[config.mk]
export PLATFORM = sky130hd
export DESIGN_NAME = ps2_scan_receiver_flat
export DESIGN_NICKNAME = d
export VERILOG_FILES = /design/src/rtl/ps2_scan_receiver_if.sv /design/src/rtl/ps2_scan_receiver.sv /design/src/flat_wrapper.sv
export SDC_FILE = /design/constraint.sdc
export NUM_CORES = 1
export LEC_CHECK = 0
export ABC_AREA = 1
export CORE_MARGIN = 4
export CORE_UTILIZATION = 63
export CTS_BUF_LIST = sky130_fd_sc_hd__clkbuf_2
export DETAILED_ROUTE_END_ITERATION = 8
export PLACE_DENSITY = 0.87
export SLEW_MARGIN = 20
export SYNTH_ARGS = -nofsm -noshare
export SYNTH_HDL_FRONTEND = slang
export SYNTH_SLANG_ARGS = --single-unit
[constraint.sdc]
create_clock -name clk -period 2.6 [get_ports clk]
set_clock_uncertainty 0.1 [all_clocks]
set_input_delay 0.39 -clock clk [delete_from_list [all_inputs] [get_ports clk]]
set_output_delay 0.39 -clock clk [all_outputs]
set_load 0.03 [all_outputs]
[src/rtl/ps2_scan_receiver_if.sv]
// rtl/ps2_scan_receiver_if.sv - scan-code event stream between the PS/2 receiver and its consumer
interface ps2_scan_receiver_if;
  logic       ev_valid;
  logic       ev_ready;
  logic [7:0] ev_code;
  logic       ev_ext;
  logic       ev_break;

  modport master (output ev_valid, ev_code, ev_ext, ev_break, input ev_ready);
  modport slave  (input ev_valid, ev_code, ev_ext, ev_break, output ev_ready);
endinterface

[src/rtl/ps2_scan_receiver.sv]
// rtl/ps2_scan_receiver.sv - PS/2 line filter, frame deframer, E0/F0 decoder and event FIFO
// Optional parity checking is enabled by defining PS2_PARITY_CHECK_EN.
module ps2_scan_receiver #(
  parameter int FILTER_DEPTH   = 8,
  parameter int FIFO_DEPTH     = 8,
  parameter int TIMEOUT_CYCLES = 100000
) (
  input  logic                              clk,
  input  logic                              rst,
  input  logic                              PS2_CLK,
  input  logic                              PS2_DATA,
  ps2_scan_receiver_if.master               ev,
  output logic [$clog2(FIFO_DEPTH+1)-1:0]   fifo_count,
  output logic                              overflow,
  input  logic                              ovf_clr,
  output logic                              frame_err
);

  localparam int AW = $clog2(FIFO_DEPTH);
  localparam int CW = $clog2(FIFO_DEPTH + 1);
  localparam int TW = (TIMEOUT_CYCLES > 1) ? $clog2(TIMEOUT_CYCLES) : 1;

  typedef enum logic [1:0] {IDLE, RECV, CHECK} state_t;

  logic [1:0]              clk_sync, data_sync;
  logic [FILTER_DEPTH-1:0] clk_taps, data_taps;
  logic                    clk_filt, data_filt, fall;

  always_ff @(posedge clk) begin
    if (!rst) begin
      clk_sync  <= 2'b11;
      data_sync <= 2'b11;
      clk_taps  <= '1;
      data_taps <= '1;
      clk_filt  <= 1'b1;
      data_filt <= 1'b1;
      fall      <= 1'b0;
    end else begin
      clk_sync  <= {clk_sync[0], PS2_CLK};
      data_sync <= {data_sync[0], PS2_DATA};
      clk_taps  <= {clk_taps[FILTER_DEPTH-2:0], clk_sync[1]};
      data_taps <= {data_taps[FILTER_DEPTH-2:0], data_sync[1]};
      if (&clk_taps) clk_filt <= 1'b1;
      else if (~|clk_taps) clk_filt <= 1'b0;
      if (&data_taps) data_filt <= 1'b1;
      else if (~|data_taps) data_filt <= 1'b0;
      // pulse on the same edge the filtered level drops
      fall <= clk_filt & ~|clk_taps;
    end
  end

  state_t        state, state_nx;
  logic [3:0]    bit_cnt, bit_cnt_nx;
  logic [10:0]   frame, frame_nx;
  logic [TW-1:0] tmo, tmo_nx;
  logic          frame_ok, byte_ok, err_c;

  // frame[0]=start, frame[8:1]=data, frame[9]=parity, frame[10]=stop
  always_comb begin
`ifdef PS2_PARITY_CHECK_EN
    frame_ok = !frame[0] && frame[10] && (^frame[9:1]);
`else
    frame_ok = !frame[0] && frame[10];
`endif
  end

  always_comb begin
    state_nx   = state;
    bit_cnt_nx = bit_cnt;
    frame_nx   = frame;
    tmo_nx     = tmo;
    byte_ok    = 1'b0;
    err_c      = 1'b0;
    case (state)
      IDLE: begin
        if (fall && !data_filt) begin
          state_nx   = RECV;
          bit_cnt_nx = 4'd1;
          frame_nx   = {data_filt, 10'b0};
          tmo_nx     = '0;
        end
      end
      RECV: begin
        if (fall) begin
          frame_nx   = {data_filt, frame[10:1]};
          bit_cnt_nx = bit_cnt + 4'd1;
          tmo_nx     = '0;
          if (bit_cnt == 4'd10) state_nx = CHECK;
        end else if (tmo == TW'(TIMEOUT_CYCLES - 1)) begin
          err_c    = 1'b1;
          state_nx = IDLE;
        end else begin
          tmo_nx = tmo + TW'(1);
        end
      end
      CHECK: begin
        byte_ok  = frame_ok;
        err_c    = !frame_ok;
        state_nx = IDLE;
      end
      default: state_nx = IDLE;
    endcase
  end

  logic       byte_valid;
  logic [7:0] byte_data;

  always_ff @(posedge clk) begin
    if (!rst) begin
      state      <= IDLE;
      bit_cnt    <= '0;
      frame      <= '0;
      tmo        <= '0;
      byte_valid <= 1'b0;
      byte_data  <= '0;
      frame_err  <= 1'b0;
    end else begin
      state      <= state_nx;
      bit_cnt    <= bit_cnt_nx;
      frame      <= frame_nx;
      tmo        <= tmo_nx;
      byte_valid <= byte_ok;
      byte_data  <= frame[8:1];
      frame_err  <= err_c;
    end
  end

  logic ext_flag, brk_flag, push;

  assign push = byte_valid && (byte_data != 8'hE0) && (byte_data != 8'hF0);

  always_ff @(posedge clk) begin
    if (!rst || frame_err) begin
      ext_flag <= 1'b0;
      brk_flag <= 1'b0;
    end else if (byte_valid) begin
      if (byte_data == 8'hE0) ext_flag <= 1'b1;
      else if (byte_data == 8'hF0) brk_flag <= 1'b1;
      else begin
        ext_flag <= 1'b0;
        brk_flag <= 1'b0;
      end
    end
  end

  logic [9:0]    mem [FIFO_DEPTH];
  logic [AW-1:0] wr_ptr, rd_ptr;
  logic [CW-1:0] count;
  logic          full, pop, wr_en, drop;

  assign full  = (count == CW'(FIFO_DEPTH));
  assign pop   = ev.ev_valid && ev.ev_ready;
  assign wr_en = push && (!full || pop);
  assign drop  = push && full && !pop;

  always_ff @(posedge clk) begin
    if (wr_en) mem[wr_ptr] <= {ext_flag, brk_flag, byte_data};
  end

  always_ff @(posedge clk) begin
    if (!rst) begin
      wr_ptr   <= '0;
      rd_ptr   <= '0;
      count    <= '0;
      overflow <= 1'b0;
    end else begin
      if (wr_en) wr_ptr <= wr_ptr + AW'(1);
      if (pop) rd_ptr <= rd_ptr + AW'(1);
      if (wr_en && !pop) count <= count + CW'(1);
      else if (pop && !wr_en) count <= count - CW'(1);
      if (drop) overflow <= 1'b1;
      else if (ovf_clr) overflow <= 1'b0;
    end
  end

  // head fields read as zero when empty so outputs stay clean after reset
  assign ev.ev_valid = (count != '0);
  assign {ev.ev_ext, ev.ev_break, ev.ev_code} = ev.ev_valid ? mem[rd_ptr] : 10'd0;
  assign fifo_count  = count;

endmodule

[src/flat_wrapper.sv]
// flat-port wrapper written by rule: the top's interface ports become plain ports
module ps2_scan_receiver_flat 
#(
  parameter int FILTER_DEPTH   = 8,
  parameter int FIFO_DEPTH     = 8,
  parameter int TIMEOUT_CYCLES = 100000
)
  (clk, rst, PS2_CLK, PS2_DATA, fifo_count, overflow, ovf_clr, frame_err, ev_ev_valid, ev_ev_code, ev_ev_ext, ev_ev_break, ev_ev_ready);
  ps2_scan_receiver_if ev_i ();
  input  logic clk;
  input  logic rst;
  input  logic PS2_CLK;
  input  logic PS2_DATA;
  output logic [$clog2(FIFO_DEPTH+1)-1:0] fifo_count;
  output logic overflow;
  input  logic ovf_clr;
  output logic frame_err;
  output wire logic [$bits(ev_i.ev_valid)-1:0] ev_ev_valid;
  output wire logic [$bits(ev_i.ev_code)-1:0] ev_ev_code;
  output wire logic [$bits(ev_i.ev_ext)-1:0] ev_ev_ext;
  output wire logic [$bits(ev_i.ev_break)-1:0] ev_ev_break;
  input wire logic [$bits(ev_i.ev_ready)-1:0] ev_ev_ready;
  assign ev_ev_valid = ev_i.ev_valid;
  assign ev_ev_code = ev_i.ev_code;
  assign ev_ev_ext = ev_i.ev_ext;
  assign ev_ev_break = ev_i.ev_break;
  assign ev_i.ev_ready = ev_ev_ready;
  ps2_scan_receiver #(.FILTER_DEPTH(FILTER_DEPTH), .FIFO_DEPTH(FIFO_DEPTH), .TIMEOUT_CYCLES(TIMEOUT_CYCLES)) u_core (.clk(clk), .rst(rst), .PS2_CLK(PS2_CLK), .PS2_DATA(PS2_DATA), .ev(ev_i), .fifo_count(fifo_count), .overflow(overflow), .ovf_clr(ovf_clr), .frame_err(frame_err));
endmodule
==> flow_summary.ini <==
[critical_path]
cp_cell_sequence = inv_2 -> buf_12 -> nor2_1 -> o21ai_1 -> o21ai_1 -> a31oi_1 -> buf_4
r2r-end = u_core.fifo_count[3]
crit_slowest_cell = dfxtp_4
start_kind = flip-flop
cp_data_arrival_time_ps = 2100
required_ps = 2110
criticalPathCategory = reg -> out
cp-endpoint = ev_ev_code[0]
worstReg2RegStart = u_core.fifo_count[3]
ff2ff_setup_slack_ps = 80
critPathMaxFanout = 16
cp-end-kind = output pin
cpPeakStageDelay_ps = 440
cpMostUsedCell = o21ai_1
reg2regPathDepth = 16

[global_routing]
grt_usage_pct = 22.61
grt_pass1_vias = 4914
antenna_found_initial = 0
grt_pass1_wl_um = 22780
grt-ovfl-total = 0
grt_start_max_net_pins = 40

[timing]
period_share_pct = 99.74
hold_viol_final = 0
setup_viol = 0
worstMarginPinSlew_ps = 943.4
rsz0062_at_grt = true
fmax_mhz = 385.6
period_minus_slack_ps = 2593
maxSlewViolCount = 0
slew_headroom_pct = 37.04

[cts]
clock-sinks = 163
clkSlewWorstSetupHoldPaths_ps = 270
clock_latency_ps = 690
cts_buffer_depth = 2
cts-root-buf = clkbuf_2
h-tree-depth = 4
cts_buffers = 17
cts_tree = built

[placement]
routabilityCongestion = 0.8955
portBuffers = 22
place_inst = 885
dpl_cell_area_um2 = 7177
dp_hpwl_um = 9410

[floorplanning]
die_x_um = 111.3
start_util_pct = 64.78
io_pins = 23
rows = 37
dieArea_um2 = 12380
core_area_um2 = 10370
dieHeight_um = 111.3

[hold_path]
worstHoldPathType = in -> reg

[logic_synthesis]
synth-seq-cells = 163
yosysWarnings = 0
syn_area_um2 = 6718
yosysSeqAreaShare_pct = 60.50
synth_area_per_cell_um2 = 9.190
synth_cell_types = 41
synth_fp_nets = 749
syn_inst = 731

[status]
outcome = complete, no violations

[detailed_routing]
wl_per_cell_um = 15.15
drc_errors = 0
drtIter0Drc = 447
postRouteWirelength_um = 13990
vias = 5184
ant_nets = 0
first_pass_iters = 5
via_per_inst = 5.616

[power_and_ir_drop]
ir_drop_uv = 409.1
power.leakage_nw = 3.112
power_density_nw_per_um2 = 758.2

[cells_and_area]
post-route-util_pct = 72.70
mostFrequentLayoutCells = nor2_1, nand2_1, edfxtp_1
stdcell_area_um2 = 7538
layout_commonest_cell = nor2_1
antennaDiodeCount = 0
layout-drive-gt1-share_pct = 14.36
nNetsFinal = 792
syn2layout_area_growth_pct = 12.22
fin_cells = 923
n_fill_cell = 715

[flow_run]
cap_violations = 0
state kept, by name, summed over array words and instances, names as in the netlist, 2 cells and up, named ones only:
signal / flops
u_core.mem: 80
u_core.data_taps: 8
u_core.tmo: 17
u_core.frame: 11
u_core.byte_data: 8
u_core.wr_ptr: 3
u_core.bit_cnt: 4
u_core.state: 2
u_core.fifo_count: 4
u_core.data_sync: 2
u_core.clk_taps: 8
u_core.rd_ptr: 3
u_core.clk_sync: 2
worst min path at each step:
| stage | end | cells past startpoint | startpoint | slack [ps] |
|---|---|---|---|---|
| after floorplan | u_core.clk_sync[1] | 1 | u_core.clk_sync[0] | 290 |
| after global placement | u_core.data_sync[1] | 1 | u_core.data_sync[0] | 290 |
| after detailed placement | u_core.data_sync[1] | 1 | u_core.data_sync[0] | 300 |
| after CTS | u_core.clk_sync[0] | 2 | PS2_CLK | 110 |
| after global routing | u_core.data_sync[0] | 2 | PS2_DATA | 40 |
| final | u_core.clk_sync[0] | 2 | PS2_CLK | 150 |
layer usage:
layer | up-vias | wire length [um] | GRT usage [%]
li1 | 2539 | - | -
met1 | 2410 | 5699 | 27.85
met2 | 205 | 7304 | 39.32
met3 | 30 | 751 | 5.677
met4 | 0 | 231 | 6.732
met5 | - | 0 | 0
worst max-delay path, delay by kind of cell (launching register included):
| family | cells | cell delay (ps) |
|---|---|---|
| flip-flops | 1 | 440 |
| AND/OR/NAND/NOR | 1 | 50 |
| buffers and inverters | 3 | 460 |
| AO/OA/AOI/OAI | 3 | 450 |
report_power, final:
part           switching (mW)  internal [mW]
clock network           0.934          0.343
logic                    1.01          0.631
registers              0.0668           2.73
logic make-up after synthesis:
family          after synthesis  share of synthesized area (%)
simple gates                319                          20.28
flops                       163                          60.50
compound gates              133                          10.60
buf+inv                     102                          6.016
fa+ha+maj                    12                          2.347
xor+xnor                      2                         0.2608
synth_stat cells (all sizes together):
| cell | instances | area (um2) |
|---|---|---|
| a31oi | 11 | 68.82 |
| inv | 75 | 281.5 |
| o22ai | 8 | 50.05 |
| nor3 | 9 | 45.04 |
| clkbuf | 18 | 67.56 |
| ha | 11 | 137.6 |
| or2 | 13 | 81.33 |
| xor2 | 2 | 17.52 |
| dfxtp | 83 | 1662 |
| o21ai | 77 | 389.1 |
| clkinv | 2 | 8.750 |
| a31o | 1 | 8.760 |
| o41ai | 1 | 8.760 |
| fa | 1 | 20.02 |
| a211oi | 1 | 7.510 |
| and3 | 1 | 6.260 |
| a21oi | 31 | 155.2 |
| edfxtp | 80 | 2402 |
| nand2 | 110 | 425.4 |
| nand3b | 2 | 15.01 |
| buf | 7 | 46.29 |
| a22oi | 1 | 7.510 |
| nand3 | 38 | 195.2 |
| nor4 | 4 | 25.02 |
| o21a | 1 | 7.510 |
| nand4 | 9 | 62.56 |
| a221oi | 1 | 8.760 |
| nor2 | 133 | 506.7 |
metrics by stage:
stage                     worst slack, ps  hold WS [ps]  setup TNS, ps  power (mW)
after detailed placement           -148.7         298.8         -148.7       4.296
final                               6.728         151.8              0       5.716
after CTS                          -22.66         108.4         -49.80       5.603
after global placement              46.78         293.5              0       4.228
after global routing               -234.4         36.55          -1688       6.046
after floorplan                     178.9         292.5              0       3.765
cell type report:
cell class / instances / area, um2 / area share, %
clock buffers: 18 / 90.09 / 1.195
clock inverters: 14 / 133.9 / 1.776
inverters: 77 / 296.5 / 3.934
multi-input cells: 466 / 2287 / 30.34
flip-flops and latches: 163 / 4079 / 54.11
well taps: 136 / 170.2 / 2.257
repair buffers: 49 / 481.7 / 6.390
timing repair:
| action | CTS | global route |
|---|---|---|
| hold buffers | 0 | 0 |
| setup buffers | 0 | 4 |
| gates resized for setup | 94 | 34 |
| setup endpoints to repair | 12 | 13 |
| gates cloned | 1 | 1 |
| pin swaps | 0 | 5 |
Note: power is estimated with default switching activity, not from simulation.
